$ cat src/rtl/ncore_rst_seq_pkg.sv
// Shared types and helpers for the Ncore reset sequencer.
// State encoding and counter sizing live here so the top and the bench agree.
package ncore_rst_seq_pkg;

    typedef enum logic [2:0] {
        SYNC    = 3'd0,
        RELEASE = 3'd1,
        RUN     = 3'd2,
        QUIESCE = 3'd3,
        ASSERT  = 3'd4
    } rst_state_e;

    function automatic int cnt_width(
        input int a,
        input int b,
        input int c
    );
        int m;
        m = a;
        if (b > m) m = b;
        if (c > m) m = c;
        return $clog2(m + 1);
    endfunction

endpackage

$ cat src/rtl/ncore_rst_sync.sv
// Async-assert / sync-deassert reset synchroniser, STAGES flops deep.
// o_rst_nxt is the value the output flop loads on the coming edge.
module ncore_rst_sync #(
    parameter int STAGES = 2
) (
    input  logic i_clk,
    input  logic i_rst_n,
    output logic o_rst_n,
    output logic o_rst_nxt
);

    logic [STAGES-1:0] r_stg;

    always_ff @(posedge i_clk or negedge i_rst_n) begin
        if (!i_rst_n) begin
            r_stg <= '0;
        end else begin
            r_stg <= {r_stg[STAGES-2:0], 1'b1};
        end
    end

    assign o_rst_n   = r_stg[STAGES-1];
    assign o_rst_nxt = r_stg[STAGES-2];

endmodule

$ cat src/rtl/ncore_rst_sequencer.sv
// Ncore reset sequencer: synchronised cold-boot release, staggered per-domain
// reset release, and software warm reset with a quiesce handshake.
module ncore_rst_sequencer
    import ncore_rst_seq_pkg::*;
#(
    parameter int NUM_DOM     = 4,
    parameter int SYNC_STAGES = 2,
    parameter int STAGE_DLY   = 8,
    parameter int RST_HOLD    = 16,
    parameter int QUIESCE_TMO = 256
) (
    input  logic               clk_fr,
    input  logic               rst,
    input  logic               sw_rst_req,
    input  logic [NUM_DOM-1:0] quiesce_ack,
    output logic [NUM_DOM-1:0] quiesce_req,
    output logic [NUM_DOM-1:0] dom_rst_n,
    output logic               rst_done,
    output logic               busy,
    output logic               tmo_err
);

    localparam int CW = cnt_width(STAGE_DLY, RST_HOLD, QUIESCE_TMO);
    localparam int IW = $clog2(NUM_DOM + 1);

    localparam logic [CW-1:0] DLY_LAST  = CW'(STAGE_DLY - 1);
    localparam logic [CW-1:0] HOLD_LAST = CW'(RST_HOLD - 1);
    localparam logic [CW-1:0] TMO_LAST  = CW'(QUIESCE_TMO - 1);
    localparam logic [IW-1:0] IDX_END   = IW'(NUM_DOM);

    rst_state_e        r_state;
    logic [CW-1:0]     r_cnt;
    logic [IW-1:0]     r_idx;
    logic [NUM_DOM-1:0] r_dom_rst_n;
    logic [NUM_DOM-1:0] r_qreq;
    logic              r_done;
    logic              r_busy;
    logic              r_tmo;

    logic              w_sync_rst_n;
    logic              w_sync_nxt;
    logic              w_sync_up;
    logic [NUM_DOM-1:0] w_rel_mask;

    ncore_rst_sync #(
        .STAGES    (SYNC_STAGES)
    ) u_sync (
        .i_clk     (clk_fr),
        .i_rst_n   (rst),
        .o_rst_n   (w_sync_rst_n),
        .o_rst_nxt (w_sync_nxt)
    );

    // Leave SYNC on the same edge the synchroniser output rises.
    assign w_sync_up = w_sync_nxt | w_sync_rst_n;

    always_comb begin
        w_rel_mask = '0;
        for (int i = 0; i < NUM_DOM; i++) begin
            if (r_idx == IW'(i)) w_rel_mask[i] = 1'b1;
        end
    end

    always_ff @(posedge clk_fr or negedge rst) begin
        if (!rst) begin
            r_state     <= SYNC;
            r_cnt       <= '0;
            r_idx       <= '0;
            r_dom_rst_n <= '0;
            r_qreq      <= '0;
            r_done      <= 1'b0;
            r_busy      <= 1'b1;
            r_tmo       <= 1'b0;
        end else begin
            case (r_state)
                SYNC: begin
                    if (w_sync_up) begin
                        r_state <= RELEASE;
                        r_cnt   <= '0;
                        r_idx   <= '0;
                    end
                end
                RELEASE: begin
                    if (r_cnt == DLY_LAST) begin
                        r_cnt <= '0;
                        if (r_idx == IDX_END) begin
                            r_state <= RUN;
                            r_done  <= 1'b1;
                            r_busy  <= 1'b0;
                        end else begin
                            r_dom_rst_n <= r_dom_rst_n | w_rel_mask;
                            r_idx       <= r_idx + IW'(1);
                        end
                    end else begin
                        r_cnt <= r_cnt + CW'(1);
                    end
                end
                RUN: begin
                    if (sw_rst_req) begin
                        r_state <= QUIESCE;
                        r_cnt   <= '0;
                        r_qreq  <= '1;
                        r_done  <= 1'b0;
                        r_busy  <= 1'b1;
                    end
                end
                QUIESCE: begin
                    // Timeout still resets the domains; the error is only flagged.
                    if ((&quiesce_ack) || (r_cnt == TMO_LAST)) begin
                        if (!(&quiesce_ack)) r_tmo <= 1'b1;
                        r_state     <= ASSERT;
                        r_cnt       <= '0;
                        r_qreq      <= '0;
                        r_dom_rst_n <= '0;
                    end else begin
                        r_cnt <= r_cnt + CW'(1);
                    end
                end
                ASSERT: begin
                    if (r_cnt == HOLD_LAST) begin
                        r_state <= RELEASE;
                        r_cnt   <= '0;
                        r_idx   <= '0;
                    end else begin
                        r_cnt <= r_cnt + CW'(1);
                    end
                end
                default: begin
                    r_state <= SYNC;
                end
            endcase
        end
    end

    assign dom_rst_n   = r_dom_rst_n;
    assign quiesce_req = r_qreq;
    assign rst_done    = r_done;
    assign busy        = r_busy;
    assign tmo_err     = r_tmo;

endmodule

$ cat config.mk
export PLATFORM = sky130hd
export DESIGN_NAME = ncore_rst_sequencer
export DESIGN_NICKNAME = d
export VERILOG_FILES = /design/src/rtl/ncore_rst_seq_pkg.sv /design/src/rtl/ncore_rst_sync.sv /design/src/rtl/ncore_rst_sequencer.sv
export SDC_FILE = /design/constraint.sdc
export NUM_CORES = 1
export LEC_CHECK = 0
export CAP_MARGIN = 20
export CORE_MARGIN = 5
export CORE_UTILIZATION = 26
export CTS_CLUSTER_DIAMETER = 120
export CTS_CLUSTER_SIZE = 40
export DETAILED_ROUTE_END_ITERATION = 8
export PLACE_DENSITY = 0.47
export SETUP_SLACK_MARGIN = 0.02
export SLEW_MARGIN = 5
export SYNTH_ARGS = -nofsm -noshare
export SYNTH_HDL_FRONTEND = slang
export SYNTH_SLANG_ARGS = --single-unit
$ cat constraint.sdc
create_clock -name clk_fr -period 2.9 [get_ports clk_fr]
set_clock_uncertainty 0.05 [all_clocks]
set_input_delay 0.29 -clock clk_fr [delete_from_list [all_inputs] [get_ports clk_fr]]
set_output_delay 0.29 -clock clk_fr [all_outputs]
set_load 0.01 [all_outputs]
Yosys cells after proc, flatten, opt, wreduce, memory -nomap -nowiden:

Index checks and enable logic that the tools add are counted.

* register bits after elaboration: 28
* logic and storage cells: 84
* input port bits: 7
* output and inout port bits: 11

* add/sub/neg operators: 2
* bitwise operators: 3
* reduce and logical (&&, ||, !) cells: 16
* equality and inequality tests: 18
* mux-type cells: 36

Operators with widths (count)
* $mux W9: 5
* $pmux W9 S5: 1
* $mux W3: 10
* $mux W4: 4
* $pmux W4 S2: 2
* $pmux W3 S5: 1
* $ne A2 B2 Y1 const B: 7
* $eq A3 B2 Y1 const B: 4
* $reduce_and A4 Y1: 3
* $mux W1: 10
* $add A9 B1 Y9 const B: 1
* $eq A9 B3 Y1 const B: 1
* $eq A9 B4 Y1 const B: 1
* $eq A9 B8 Y1 const B: 1
* $pmux W3 S3: 1
* $reduce_and A3 Y1: 3
* $eq A3 B1 Y1 const B: 2
* $eq A3 B3 Y1 const B: 2
* $logic_not A3 Y1: 2
* $reduce_and A6 Y1: 1
* $reduce_bool A2 Y1: 3
* $reduce_and A5 Y1: 1
* $reduce_bool A5 Y1: 1
* $or A4 B4 Y4: 1
* other kinds (6): 7

Longest topological paths before layout:

* word-level depth: 6
* depth in mapped cells: 9
* gate-level depth less buffers: 9

Hierarchy:

Synthesis repeated with hierarchy kept, for this count alone.

* cells, all modules: 142
* area total of the unflattened synthesis: 1381.3 µm²

By module, submodules not included
* ncore_rst_sequencer: cells an instance 139, times used 1, sequential area each 576.8 µm², area each 1327.5 µm²
* ncore_rst_sync: cells an instance 3, times used 1, sequential area each 50.0 µm², area each 53.8 µm²

Worst setup path after synthesis:

No wires, ideal clock.

* path type: reg-to-reg
* start point: reg r_cnt[0]
* end point: reg r_cnt[7]
* slack: 0.741 ns
* clock period less this slack: 2.159 ns
* library setup time: 0.101 ns
* path buffers: 0
* cell stages (with the launch flop): 10
* arrival: 2.008 ns
* cells stage by stage: dfrtp_1 > ha_1 > and3_1 > and3_1 > and3_1 > ha_1 > inv_1 > and3_1 > nor4_4 > nor4_1

* word-level cells in the longest chain between the ends: 4
* elaborated cells on any way between the ends: 9
* those cells by class: add/sub (1); eq/ne (3); mux (4); reduce/logical (1)

Ends and longest elaborated chain
* from (decl): RTL line ncore_rst_sequencer.sv:32 `logic [CW-1:0] r_cnt;`
* from (signal assigned): RTL line ncore_rst_sequencer.sv:95 `r_cnt <= r_cnt + CW'(1);`
* from (signal assigned): RTL line ncore_rst_sequencer.sv:116 `r_cnt <= r_cnt + CW'(1);`
* from (signal assigned): RTL line ncore_rst_sequencer.sv:125 `r_cnt <= r_cnt + CW'(1);`
* parallel branches: the longest is 3 deep, another holds $add A9 B1 Y9
* $pmux W9 S5 (*): RTL line ncore_rst_sequencer.sv:75 `case (r_state)`

Every way passes the cells marked *.
A chain may end at the register's enable or synchronous reset.

Final worst setup path:

* start point: reg r_cnt[0]
* end point: reg r_cnt[4]

The elaborated chain is that of the path after synthesis.

==> summary.md <==
| Metric | Value |
|---|---|
| Antenna diode count | 0 |
| Average size of a mapped cell | 10.1 um2 |
| Fmax | 0.404 GHz |
| Clk pin slew, worst setup/hold paths | 0.09 ns |
| Power consumption | 1.56 mW |
| Leakage | 0.759 nW |
| Yosys cell types | 47 |
| Net Sw Frac | 41.2% |
| Outcome | completed |
| Ranking of synthesized cells by area | dfrtp_1 (41%), ha_1 (5.9%), and3_1 (3.8%) |
| Number of global-route vias before repair | 1166 |
| Nets@finish | 175 |
| Number of synthesized flops with an enable pin | 0 |
| Cell count after synthesis | 146 |
| Synth Cell Area | 1480 um2 |
| Placed insts | 228 |
| Grt total ovfl | 0 |
| Initial antenna violation count | 0 |
| Die area | 7280 um2 |
| Critical path arrival | 2.57 ns |
| Hold/Removal Path Class | in2async |
| Maximum vdd ir drop | 0.266 mV |
| Largest area contributor in the netlist | dfrtp_1 |
| Clock root buffer | clkbuf_8 |
| Clk sink count | 25 |
| Reg2reg setup slack | 0.42 ns |
| Deepest clock path buffer count | 2 |
| Area share of the largest cell type after synthesis | 40.7% |
| Ys flop type | dfrtp_1 |
| Final Instance Count excl. Fillers | 232 |
| Die Ht | 85.3 um |
| Antenna viol nets, final | 0 |
| I/O pins | 18 |
| Wire per inst | 13.7 um |
| CTS tree | done |
| Power per cell area | 896 nW/um2 |
| Hpwl dp | 2.43 mm |
| Final hold vios | 0 |
| Critical path class | reg2reg |
| Fillers | 557 |
| Clock power share | 13.3% |
| Total of max-cap violations | 0 |
| Crit path from | r_cnt[0]$_DFFE_PN0P_ |
| Worst hold slack | 0.327 ns |
| Setup TNS | 0 ns |
| First-pass GRT wire length | 5.70 mm |
| Max Slew Vio Count | 0 |
| Syn nets | 160 |
| Slew headroom | 65.2% |
| Reg2reg path depth | 9 |
| Final setup viols | 0 |
| Post-CTS Setup Repair Bufs | 0 |
| Core area | 5510 um2 |
| # H-tree levels | 1 |
| Port-buffer cells | 17 |
| Layout cells sized above 1 | 10.0% |
| Int Power | 0.915 mW |
| Yosys warnings | 0 |
| Ys async rst share | 100% |
| Die width | 85.3 um |
| Tot GR Track Use | 9.43% |
| Worst R2R End | r_cnt[4]$_DFFE_PN0P_ |
| WL final | 3.17 mm |
| Worst slack at placement | 0.449 ns |
| Worst-path fanout max | 6 |
| Initial Util | 26.8% |
| Via count | 1139 |
| Switching pwr | 0.641 mW |
| Clk_lat worst skew | 0.27 ns |
| Routability cong. | 0.812 |
| Worst r2r src | r_cnt[0]$_DFFE_PN0P_ |
| Register share of total power | 37.3% |
| CP Capture Type | flop |
| CP endpoint | r_cnt[4]$_DFFE_PN0P_ |
| Drt initial violations | 113 |
| Via density | 4.91 |
| Final period util | 85.4% |
| Synth-to-Final Area Change | 17.7% |
| Unrepaired setup endpoints after global routing | false |
| Largest net degree at the start of global routing | 26 |
| Most frequent cell after synthesis | dfrtp_1 |
| # hold bufs at CTS | 0 |
| Final worst setup slack | 0.423 ns |
| FF+latch count, synth | 25 |
| Sequential area share after synthesis | 42.5% |
| Synth top cells by count | dfrtp_1 (24), nor2_1 (13), nor3_1 (10) |
| Register area | 627 um2 |
| Combinational share of power | 49.3% |
| Num rows | 27 |
| Worst Setup Start Kind | flop |
| Drt pass-1 iters | 4 |
| Drt drc | 0 |
| Crit path time final | 2.48 ns |
| Post-CTS sizing | 0 |
| Num CTS Buffers | 3 |
| Area taken by multi-input logic gates | 766 um2 |
| Measured slew at the worst slew-check pin | 0.518 ns |
| Required @ worst endpoint | 2.99 ns |
## how the worst min path moves through the flow
stage,start,endpoint,depth (start not counted)
after floorplan,rst,dom_rst_n[0]$_DFFE_PN0P_,0
after global placement,u_sync.r_stg[0]$_DFF_PN0_,u_sync.r_stg[1]$_DFF_PN0_,0
after detailed placement,u_sync.r_stg[0]$_DFF_PN0_,u_sync.r_stg[1]$_DFF_PN0_,0
after CTS,rst,dom_rst_n[3]$_DFFE_PN0P_,2
after global routing,rst,dom_rst_n[3]$_DFFE_PN0P_,2
final,rst,dom_rst_n[0]$_DFFE_PN0P_,2
## routing by layer
layer  part of all wire [%]  vias up  global-route usage [%]  wire length (um)
met5                      0        -                       0                 0
met4                   0.47        0                    1.58                15
met3                    3.9        2                    2.52               125
met2                     50       19                    15.8              1590
met1                     46      553                    12.3              1440
li1                       -      565                       -                 -
## power groups by stage
stage                     Combinational [mW]  Sequential (mW)  Clock, mW
final                                  0.768            0.581      0.207
after floorplan                        0.589            0.545          0
after global routing                   0.857            0.600      0.238
after CTS                              0.778            0.578      0.220
after detailed placement               0.776            0.585          0
after global placement                 0.775            0.583          0
## registers in the layout, indices dropped and copies added, names as in the netlist
name and cells:
rst_done 1, r_cnt 9, quiesce_req 1, tmo_err 1, r_idx 3, busy 1
u_sync.r_stg 2, dom_rst_n 4, r_state 3
## critical path, cell delays in order (launching register included)
cell and delay (ns):
dfrtp_1 0.39, ha_1 0.24, and3_1 0.23, and3_1 0.20, and3_1 0.17, ha_1 0.17, inv_1 0.06, and3_1 0.23
nor4_4 0.48, nor3_1 0.12
## cell families after synthesis
family | share of synthesized area, %
multiplexers | 3.39
flip-flops | 42.5
AND/OR/NAND/NOR | 24.7
buffers and inverters | 5.60
other | 0.254
adder cells (fa/ha/maj) | 5.94
AO/OA/AOI/OAI | 17.6
## layout by cell type (no fill, tap or decap), types with 2 or more instances in the layout
cell              n
clkbuf_8          3
a21o_1            3
ha_1              7
nand4_1           3
a21oi_1           6
nor3_1           10
or3_1             2
a221o_1           2
o21ai_0           5
o2111ai_1         2
nor2_1           13
nand2_1           7
nor4_4            2
inv_1             8
a22o_1            3
mux2i_1           5
and3_1            9
nand3_1           2
clkdlybuf4s50_1  17
dfrtp_1          24
## cell type report
type / count / share of cell area, %
Multi-Input combinational cell: 105 / 44.1
Inverter: 8 / 1.73
Clock inverter: 1 / 0.288
Tap cell: 72 / 5.19
Timing Repair Buffer: 18 / 10.2
Clock buffer: 3 / 2.38
Sequential cell: 25 / 36.1
## stage by stage
stage	cell area, um2	utilization, %
2_1_floorplan	1480	-
3_3_place_gp	1690	30.7
3_5_place_dp	1690	30.7
4_1_cts	1740	31.5
5_1_grt	1740	31.5
6_report	1740	31.5
Power figures use the tool's default switching activity.
